### src/rtl/axis_reset_sequencer.sv
// Initiator side of the FIFO reset handshake. It drives registered reset pulses to the
// downstream adapters, waits for their rst_busy lines to clear, and enforces a holdoff.
module axis_reset_sequencer #(
  parameter int NUM_BUSY  = 1,
  parameter int PULSE_LEN = 2,
  parameter int HOLDOFF   = 8,
  parameter int TIMEOUT   = 1023
) (
  input  logic                aclk,
  input  logic                aresetn,
  input  logic                rst_req_i,
  input  logic                graceful_i,
  input  logic                s_axis_tvalid,
  input  logic                s_axis_tready,
  input  logic                s_axis_tlast,
  input  logic [NUM_BUSY-1:0] busy_i,
  output logic                m_aresetn_o,
  output logic                hold_o,
  output logic                ready_o,
  output logic                done_o,
  output logic                timeout_o
);

  typedef enum logic [2:0] {
    S_IDLE,
    S_DRAIN,
    S_ASSERT,
    S_WAIT_BUSY,
    S_HOLDOFF
  } state_e;

  localparam logic [15:0] PULSE_LAST   = 16'(PULSE_LEN - 1);
  localparam logic [15:0] TIMEOUT_LAST = 16'(TIMEOUT - 1);
  localparam logic [15:0] HOLD_LAST    = 16'(HOLDOFF - 1);
  localparam logic [15:0] HOLD_PRE     = 16'(HOLDOFF - 2);

  state_e      state_q, state_d;
  logic [15:0] cnt_q, cnt_d;
  logic        in_packet_q, in_packet_d;
  logic        pending_q, pending_d;
  logic        timeout_q, timeout_d;
  logic        m_aresetn_q, hold_q, ready_q, done_q;
  logic        m_aresetn_d, hold_d, ready_d, done_d;
  logic        hs;
  logic        busy_clear;

  // The stream is only monitored: a beat transfers in any cycle with tvalid && tready.
  assign hs         = s_axis_tvalid && s_axis_tready;
  assign busy_clear = ~|busy_i;

  always_comb begin
    state_d     = state_q;
    cnt_d       = cnt_q;
    timeout_d   = timeout_q;
    done_d      = 1'b0;
    in_packet_d = hs ? !s_axis_tlast : in_packet_q;
    pending_d   = (state_q == S_IDLE) ? 1'b0 : (pending_q || rst_req_i);

    case (state_q)
      S_IDLE: begin
        if (rst_req_i || pending_q) begin
          cnt_d   = 16'd0;
          // Drain only if a packet is still open after this cycle's beat.
          state_d = (graceful_i && in_packet_d) ? S_DRAIN : S_ASSERT;
        end
      end
      S_DRAIN: begin
        if (hs && s_axis_tlast) begin
          state_d = S_ASSERT;
          cnt_d   = 16'd0;
        end
      end
      S_ASSERT: begin
        if (cnt_q == PULSE_LAST) begin
          state_d = S_WAIT_BUSY;
          cnt_d   = 16'd0;
        end else begin
          cnt_d = cnt_q + 16'd1;
        end
      end
      S_WAIT_BUSY: begin
        if (busy_clear) begin
          state_d = S_HOLDOFF;
          cnt_d   = 16'd0;
        end else if (cnt_q == TIMEOUT_LAST) begin
          state_d   = S_HOLDOFF;
          cnt_d     = 16'd0;
          timeout_d = 1'b1;
        end else begin
          cnt_d = cnt_q + 16'd1;
        end
      end
      S_HOLDOFF: begin
        // done_o is registered, so it is raised one count early to land on the exit cycle.
        done_d = (cnt_q == HOLD_PRE);
        if (cnt_q == HOLD_LAST) begin
          state_d = S_IDLE;
          cnt_d   = 16'd0;
        end else begin
          cnt_d = cnt_q + 16'd1;
        end
      end
      default: begin
        state_d = S_ASSERT;
        cnt_d   = 16'd0;
      end
    endcase

    if (state_d == S_ASSERT && state_q != S_ASSERT) begin
      in_packet_d = 1'b0;
    end

    m_aresetn_d = (state_d != S_ASSERT);
    hold_d      = (state_d != S_IDLE);
    ready_d     = (state_d == S_IDLE) && !pending_d;
  end

  always_ff @(posedge aclk or negedge aresetn) begin
    if (!aresetn) begin
      state_q     <= S_ASSERT;
      cnt_q       <= 16'd0;
      in_packet_q <= 1'b0;
      pending_q   <= 1'b0;
      timeout_q   <= 1'b0;
      m_aresetn_q <= 1'b0;
      hold_q      <= 1'b1;
      ready_q     <= 1'b0;
      done_q      <= 1'b0;
    end else begin
      state_q     <= state_d;
      cnt_q       <= cnt_d;
      in_packet_q <= in_packet_d;
      pending_q   <= pending_d;
      timeout_q   <= timeout_d;
      m_aresetn_q <= m_aresetn_d;
      hold_q      <= hold_d;
      ready_q     <= ready_d;
      done_q      <= done_d;
    end
  end

  assign m_aresetn_o = m_aresetn_q;
  assign hold_o      = hold_q;
  assign ready_o     = ready_q;
  assign done_o      = done_q;
  assign timeout_o   = timeout_q;

endmodule

### config.mk
export PLATFORM = sky130hd
export DESIGN_NAME = axis_reset_sequencer
export DESIGN_NICKNAME = d
export VERILOG_FILES = /design/src/rtl/axis_reset_sequencer.sv
export SDC_FILE = /design/constraint.sdc
export NUM_CORES = 1
export LEC_CHECK = 0
export CAP_MARGIN = 20
export CORE_MARGIN = 1
export CORE_UTILIZATION = 40
export CTS_BUF_LIST = sky130_fd_sc_hd__clkbuf_2 sky130_fd_sc_hd__clkbuf_4 sky130_fd_sc_hd__clkbuf_8
export DETAILED_ROUTE_END_ITERATION = 7
export HOLD_SLACK_MARGIN = 0.03
export SYNTH_ARGS = -nofsm -noshare
export SYNTH_HDL_FRONTEND = slang
export SYNTH_SLANG_ARGS = --single-unit
### constraint.sdc
create_clock -name aclk -period 2.7 [get_ports aclk]
set_clock_uncertainty 0.05 [all_clocks]
set_input_delay 0.27 -clock aclk [delete_from_list [all_inputs] [get_ports aclk]]
set_output_delay 0.27 -clock aclk [all_outputs]
set_load 0.1 [all_outputs]
==> results of run 1 <==
-- worst min path at each step --
stage                     startpoint           to  slack [ns]  cells after the start
after floorplan              aresetn     cnt_q[0]       -0.08                      0
after global placement     timeout_o    timeout_o        0.42                      1
after detailed placement   timeout_o    timeout_o        0.42                      1
after CTS                    aresetn    timeout_o        0.25                      1
after global routing         aresetn  m_aresetn_o        0.27                      1
final                        aresetn  m_aresetn_o        0.23                      1
-- synthesized netlist by cell type, drive strengths merged (3+ instances only) --
library cell,n,area share
dfrtp,24,0.42
inv,8,0.021
a21oi,4,0.014
nor2,19,0.049
nor4,7,0.045
and4,3,0.018
nand3,6,0.021
o21ai,4,0.014
nor2b,4,0.023
nand2,10,0.026
nor3,9,0.031
ha,3,0.026
xnor2,11,0.067
nand4,4,0.022
buf,5,0.022
or3,3,0.016
a31oi,3,0.013
-- kinds of logic after synthesis --
logic type      share of synthesized area
simple gates                        0.319
flops                               0.452
compound gates                     0.0935
buf+inv                            0.0424
xor+xnor                           0.0667
fa+ha+maj                          0.0260
-- cells in the final DEF (no fill, tap or decap), types with 4 or more instances in the layout --
cell type	netlist	layout
dfrtp_1	24	24
clkdlybuf4s50_1	0	7
o21ai_0	4	4
inv_1	8	8
nor2_1	19	19
buf_4	0	8
nand2_1	10	10
xnor2_1	11	11
a21oi_1	4	4
nand3_1	6	6
nor4_1	5	5
nor3_1	9	9
-- critical path, cell delays in order (launching register included) --
cell     delay [ns]
dfrtp_1        0.45
inv_1          0.11
ha_1           0.17
and3_1         0.19
nand4_2        0.14
nor2b_4        0.20
nor3_1         0.31
inv_1          0.12
or3_1          0.36
-- layout make-up --
cell class                 instances  area (um2)  share of cell area
sequential                        26         653               0.399
timing repair buffer              15         130              0.0795
inverter                           8        30.0              0.0183
clock buffer                       4        36.3              0.0222
tap                               46        57.6              0.0351
multi-input combinational        113         731               0.446
-- power by group --
group	switching (mW)	internal [mW]	leakage [nW]
Combinational	0.430	0.194	0.322
Sequential	0.0609	0.469	0.345
Clock	0.112	0.0825	0.0210
Total	0.603	0.746	0.688
-- routing by layer --
metal,track usage,part of all wire
met2,0.280,0.48
met1,0.230,0.47
met4,0.0581,0.012
met3,0.0294,0.045
met5,0,0
-- sequential cells by signal, indices dropped and copies added (netlist names) --
name         cells
cnt_q           16
done_o           1
hold_o           1
in_packet_q      1
m_aresetn_o      1
pending_q        1
ready_o          1
state_q          3
timeout_o        1
==> results.sh, run 1 <==
export IMPL_status="completed"
export IMPL_setup_tns_ns=0
export IMPL_power_per_cell_area_mw_per_mm2=824
export IMPL_fin_ws_ns=0.533
export IMPL_synth_ff_latch_count=26
export IMPL_cts_hold_buffers_added=0
export IMPL_worstHoldPathType="in2async"
export IMPL_path_class="reg2reg"
export IMPL_grt_max_degree=15
export IMPL_postCtsSetupBuffers=0
export IMPL_hold_violations=0
export IMPL_ioPinCount=13
export IMPL_finalPower_mw=1.35
export IMPL_grt_pass1_vias=1159
export IMPL_n_antenna_cell=0
export IMPL_instances_no_fill=212
export IMPL_drt_wl_total_mm=2.92
export IMPL_arrival_ns=2.37
export IMPL_post_route_util=0.483
export IMPL_vias_per_cell=5.55
export IMPL_synth_cell_types=42
export IMPL_nets=178
export IMPL_cts_buffers_inserted=3
export IMPL_syn_inst=152
export IMPL_reg2reg_slack_ns=0.53
export IMPL_place_inst=208
export IMPL_synth_edf_count=0
export IMPL_post_drt_wl_per_cell_um=13.8
export IMPL_cts_buffer_depth=2
export IMPL_synth_ff_type="dfrtp_1"
export IMPL_crit_end="hold_o"
export IMPL_die_x_um=62.1
export IMPL_finalSetupViolations=0
export IMPL_antenna_found_initial=0
export IMPL_drv_slew=0
export IMPL_yosys_warnings=0
export IMPL_clock_sinks=26
export IMPL_htreeDepth=1
export IMPL_cts_tree="yes"
export IMPL_start_kind="register"
export IMPL_drc_errors=0
export IMPL_drtIter0Drc=43
export IMPL_rows=21
export IMPL_max_vdd_ir_drop_mv=0.285
export IMPL_ys_seq_area_frac=0.452
export IMPL_die_h_um=62.1
export IMPL_end_kind="register"
export IMPL_gp_congestion=0.797
export IMPL_rsz0062_at_grt="false"
export IMPL_drtPass1Iterations=4
export IMPL_cts_resized=0
export IMPL_die_area_mm2=0.00386
export IMPL_reg2reg_from="cnt_q[0]"
export IMPL_layout_drive_gt1_share=0.133
export IMPL_post_dp_cell_area_mm2=0.00160
export IMPL_port_buffers=12
export IMPL_max_freq_ghz=0.462
export IMPL_worstPathMaxFanout=7
export IMPL_relSlewSlack=0.533
export IMPL_grt_pass1_wl_mm=5.29
export IMPL_place_hpwl_mm=2.18
export IMPL_clkTransAtPathRegs_ns=0.13
export IMPL_vias=1176
export IMPL_track_usage=0.172
export IMPL_fin_crit_sh=0.802
export IMPL_fillCellCount=303
export IMPL_p_leak_nw=0.688
export IMPL_critPathLaunch="cnt_q[0]"
export IMPL_final_min_clock_period_ns=2.17
export IMPL_cp_data_required_time_ns=2.90
export IMPL_reg2reg_to="hold_o"
export IMPL_grt_ovfl_total=0
export IMPL_whs_ns=0.234
export IMPL_synth_area_mm2=0.00145
export IMPL_worstRegToRegCells=8
export IMPL_async_reset_ff_frac=1.00
export IMPL_worst_pin_slew_ns=0.701
export IMPL_start_util=0.426
export IMPL_syn_nets=163
export IMPL_clockRootBuffer="clkbuf_4"
export IMPL_syn_avg_cell_area_um2=9.51
export IMPL_postLayoutCellArea_mm2=0.00164
export IMPL_dp_slack_ns=0.502
export IMPL_cap_violations=0
export IMPL_antenna_left=0
export IMPL_core_mm2=0.00339
export IMPL_clock_latency_ns=0.32
export IMPL_area_growth_syn_to_layout_pct=13.3
(Power assumes the default switching activity.)
==> inputs of run 2 (changes only) <==
- clock period: 2.7 -> 2.15 ns (I/O delays scaled with it)
==> run 2 against run 1 <==
Effect of this change: non-clock buffer count is 9 higher; flip-flop and latch count is the same; sequential power is 22% higher; cell count grew 4.2%; final area up 6.9%.
==> results.sh, run 2 (same netlist as run 1, synthesis figures left out) <==
export IMPL_status="completed"
export IMPL_grt_max_degree=27
export IMPL_vias=1194
export IMPL_drc_errors=0
export IMPL_htreeDepth=1
export IMPL_finalSetupViolations=0
export IMPL_track_usage=0.174
export IMPL_drtIter0Drc=59
export IMPL_dp_slack_ns=0.0455
export IMPL_ioPinCount=13
export IMPL_reg2reg_to="hold_o"
export IMPL_path_class="reg2reg"
export IMPL_gp_congestion=0.851
export IMPL_place_hpwl_mm=2.25
export IMPL_antenna_found_initial=0
export IMPL_reg2reg_slack_ns=0.1
export IMPL_largest_reg_flops=16
export IMPL_nets=187
export IMPL_end_kind="register"
export IMPL_port_buffers=12
export IMPL_clock_sinks=26
export IMPL_cap_violations=0
export IMPL_max_freq_ghz=0.488
export IMPL_antenna_left=0
export IMPL_relSlewSlack=0.661
export IMPL_worst_pin_slew_ns=0.507
export IMPL_place_inst=217
export IMPL_post_dp_cell_area_mm2=0.00167
export IMPL_p_leak_nw=0.746
export IMPL_postLayoutCellArea_mm2=0.00175
export IMPL_setup_tns_ns=0
export IMPL_worstRegToRegCells=7
export IMPL_grt_pass1_wl_mm=5.35
export IMPL_n_antenna_cell=0
export IMPL_fillCellCount=313
export IMPL_rsz0062_at_grt="true"
export IMPL_vias_per_cell=5.40
export IMPL_fin_crit_sh=0.954
export IMPL_post_drt_wl_per_cell_um=13.6
export IMPL_area_growth_syn_to_layout_pct=21.1
export IMPL_cp_data_required_time_ns=2.37
export IMPL_max_vdd_ir_drop_mv=0.420
export IMPL_die_x_um=62.1
export IMPL_power_per_cell_area_mw_per_mm2=1050
export IMPL_clock_latency_ns=0.32
export IMPL_cts_buffers_inserted=3
export IMPL_cts_buffer_depth=2
export IMPL_drtPass1Iterations=4
export IMPL_drt_wl_total_mm=3.01
export IMPL_post_route_util=0.516
export IMPL_arrival_ns=2.27
export IMPL_met2_usage=0.297
export IMPL_layout_common_cells="23 x dfrtp_1, 19 x nor2_1, 17 x buf_4"
export IMPL_globalRouteMet3Util=0.0294
export IMPL_grt_pass1_vias=1197
export IMPL_instances_no_fill=221
export IMPL_top_usage_layer="met2"
export IMPL_rows=21
export IMPL_start_kind="register"
export IMPL_worstPathMaxFanout=7
export IMPL_drv_slew=0
export IMPL_clockRootBuffer="clkbuf_4"
export IMPL_fin_ws_ns=0.0999
export IMPL_hold_violations=0
export IMPL_core_mm2=0.00339
export IMPL_reg2reg_from="cnt_q[0]"
export IMPL_use_met1=0.224
export IMPL_start_util=0.426
export IMPL_die_h_um=62.1
export IMPL_reg_top3="cnt_q x16, state_q x3"
export IMPL_final_common_cell="dfrtp_1"
export IMPL_layout_drive_gt1_share=0.211
export IMPL_clkTransAtPathRegs_ns=0.15
export IMPL_worstHoldPathType="in2async"
export IMPL_final_min_clock_period_ns=2.05
export IMPL_grt_ovfl_total=0
export IMPL_postCtsSetupBuffers=0
export IMPL_cts_hold_buffers_added=0
export IMPL_cts_tree="yes"
export IMPL_die_area_mm2=0.00386
export IMPL_top_register="cnt_q"
==> run 2: changes by cell type in the layout (fill, tap and decap cells not counted) <==
cell / change
dfrtp_2: +1
buf_4: +9
dfrtp_1: -1
a31oi_1: -1
nor3_2: +3
nor3_1: -3
nor4_1: -1
clkbuf_8: -1
a31oi_2: +1
bufinv_16: +1
nor4_2: +1
==> run 2: critical path, stage by stage (launching register included) <==
cell and delay (ns):
dfrtp_1 0.40, inv_1 0.09, ha_1 0.17, and3_1 0.20
nand4_2 0.15, nor2b_4 0.20, or3_4 0.42, or3_1 0.32
==> run 2: worst max-delay path by stage <==
stage / start / endpoint / slack (ns) / depth (start not counted)
2_1_floorplan: cnt_q[0] / hold_o / 0.14 / 8
3_3_place_gp: s_axis_tlast / hold_o / 0.03 / 7
3_5_place_dp: s_axis_tlast / hold_o / 0.05 / 7
4_1_cts: cnt_q[7] / cnt_q[13] / 0.03 / 6
5_1_grt: cnt_q[10] / cnt_q[13] / -0.002 / 6
6_report: cnt_q[0] / hold_o / 0.1 / 7
==> run 2: per-stage QoR <==
step	power (mW)	hold WS (ns)
global placement	1.49	0.415
floorplan	1.28	-0.131
CTS	1.84	0.195
finish	1.84	0.187
global route	1.99	0.194
detailed placement	1.50	0.414
==> run 2: power by group <==
| group | switching (mW) | leakage [nW] | internal (mW) |
|---|---|---|---|
| clock network | 0.149 | 0.0279 | 0.189 |
| registers | 0.0535 | 0.344 | 0.591 |
| logic | 0.572 | 0.374 | 0.290 |
==> run 2: timing repair <==
action	CTS	global route
resized for setup	0	6
hold endpoints to repair	0	0
setup endpoints to repair	0	17
==> run 2: final cells by class <==
cell class / instances / area, um2 / share of cell area
clock buffers: 3 / 22.5 / 0.0129
clock inverters: 1 / 30.0 / 0.0172
inverters: 8 / 30.0 / 0.0172
multi-input cells: 113 / 758 / 0.433
flip-flops and latches: 26 / 654 / 0.374
well taps: 46 / 57.6 / 0.0329
repair buffers: 24 / 198 / 0.113
==> run 2: metal layers <==
| layer | wire [um] | up-vias | part of all wire |
|---|---|---|---|
| li1 | - | 588 | - |
| met1 | 1350 | 576 | 0.45 |
| met2 | 1510 | 24 | 0.50 |
| met3 | 103 | 6 | 0.034 |
| met4 | 37 | 0 | 0.012 |
| met5 | 0 | - | 0 |
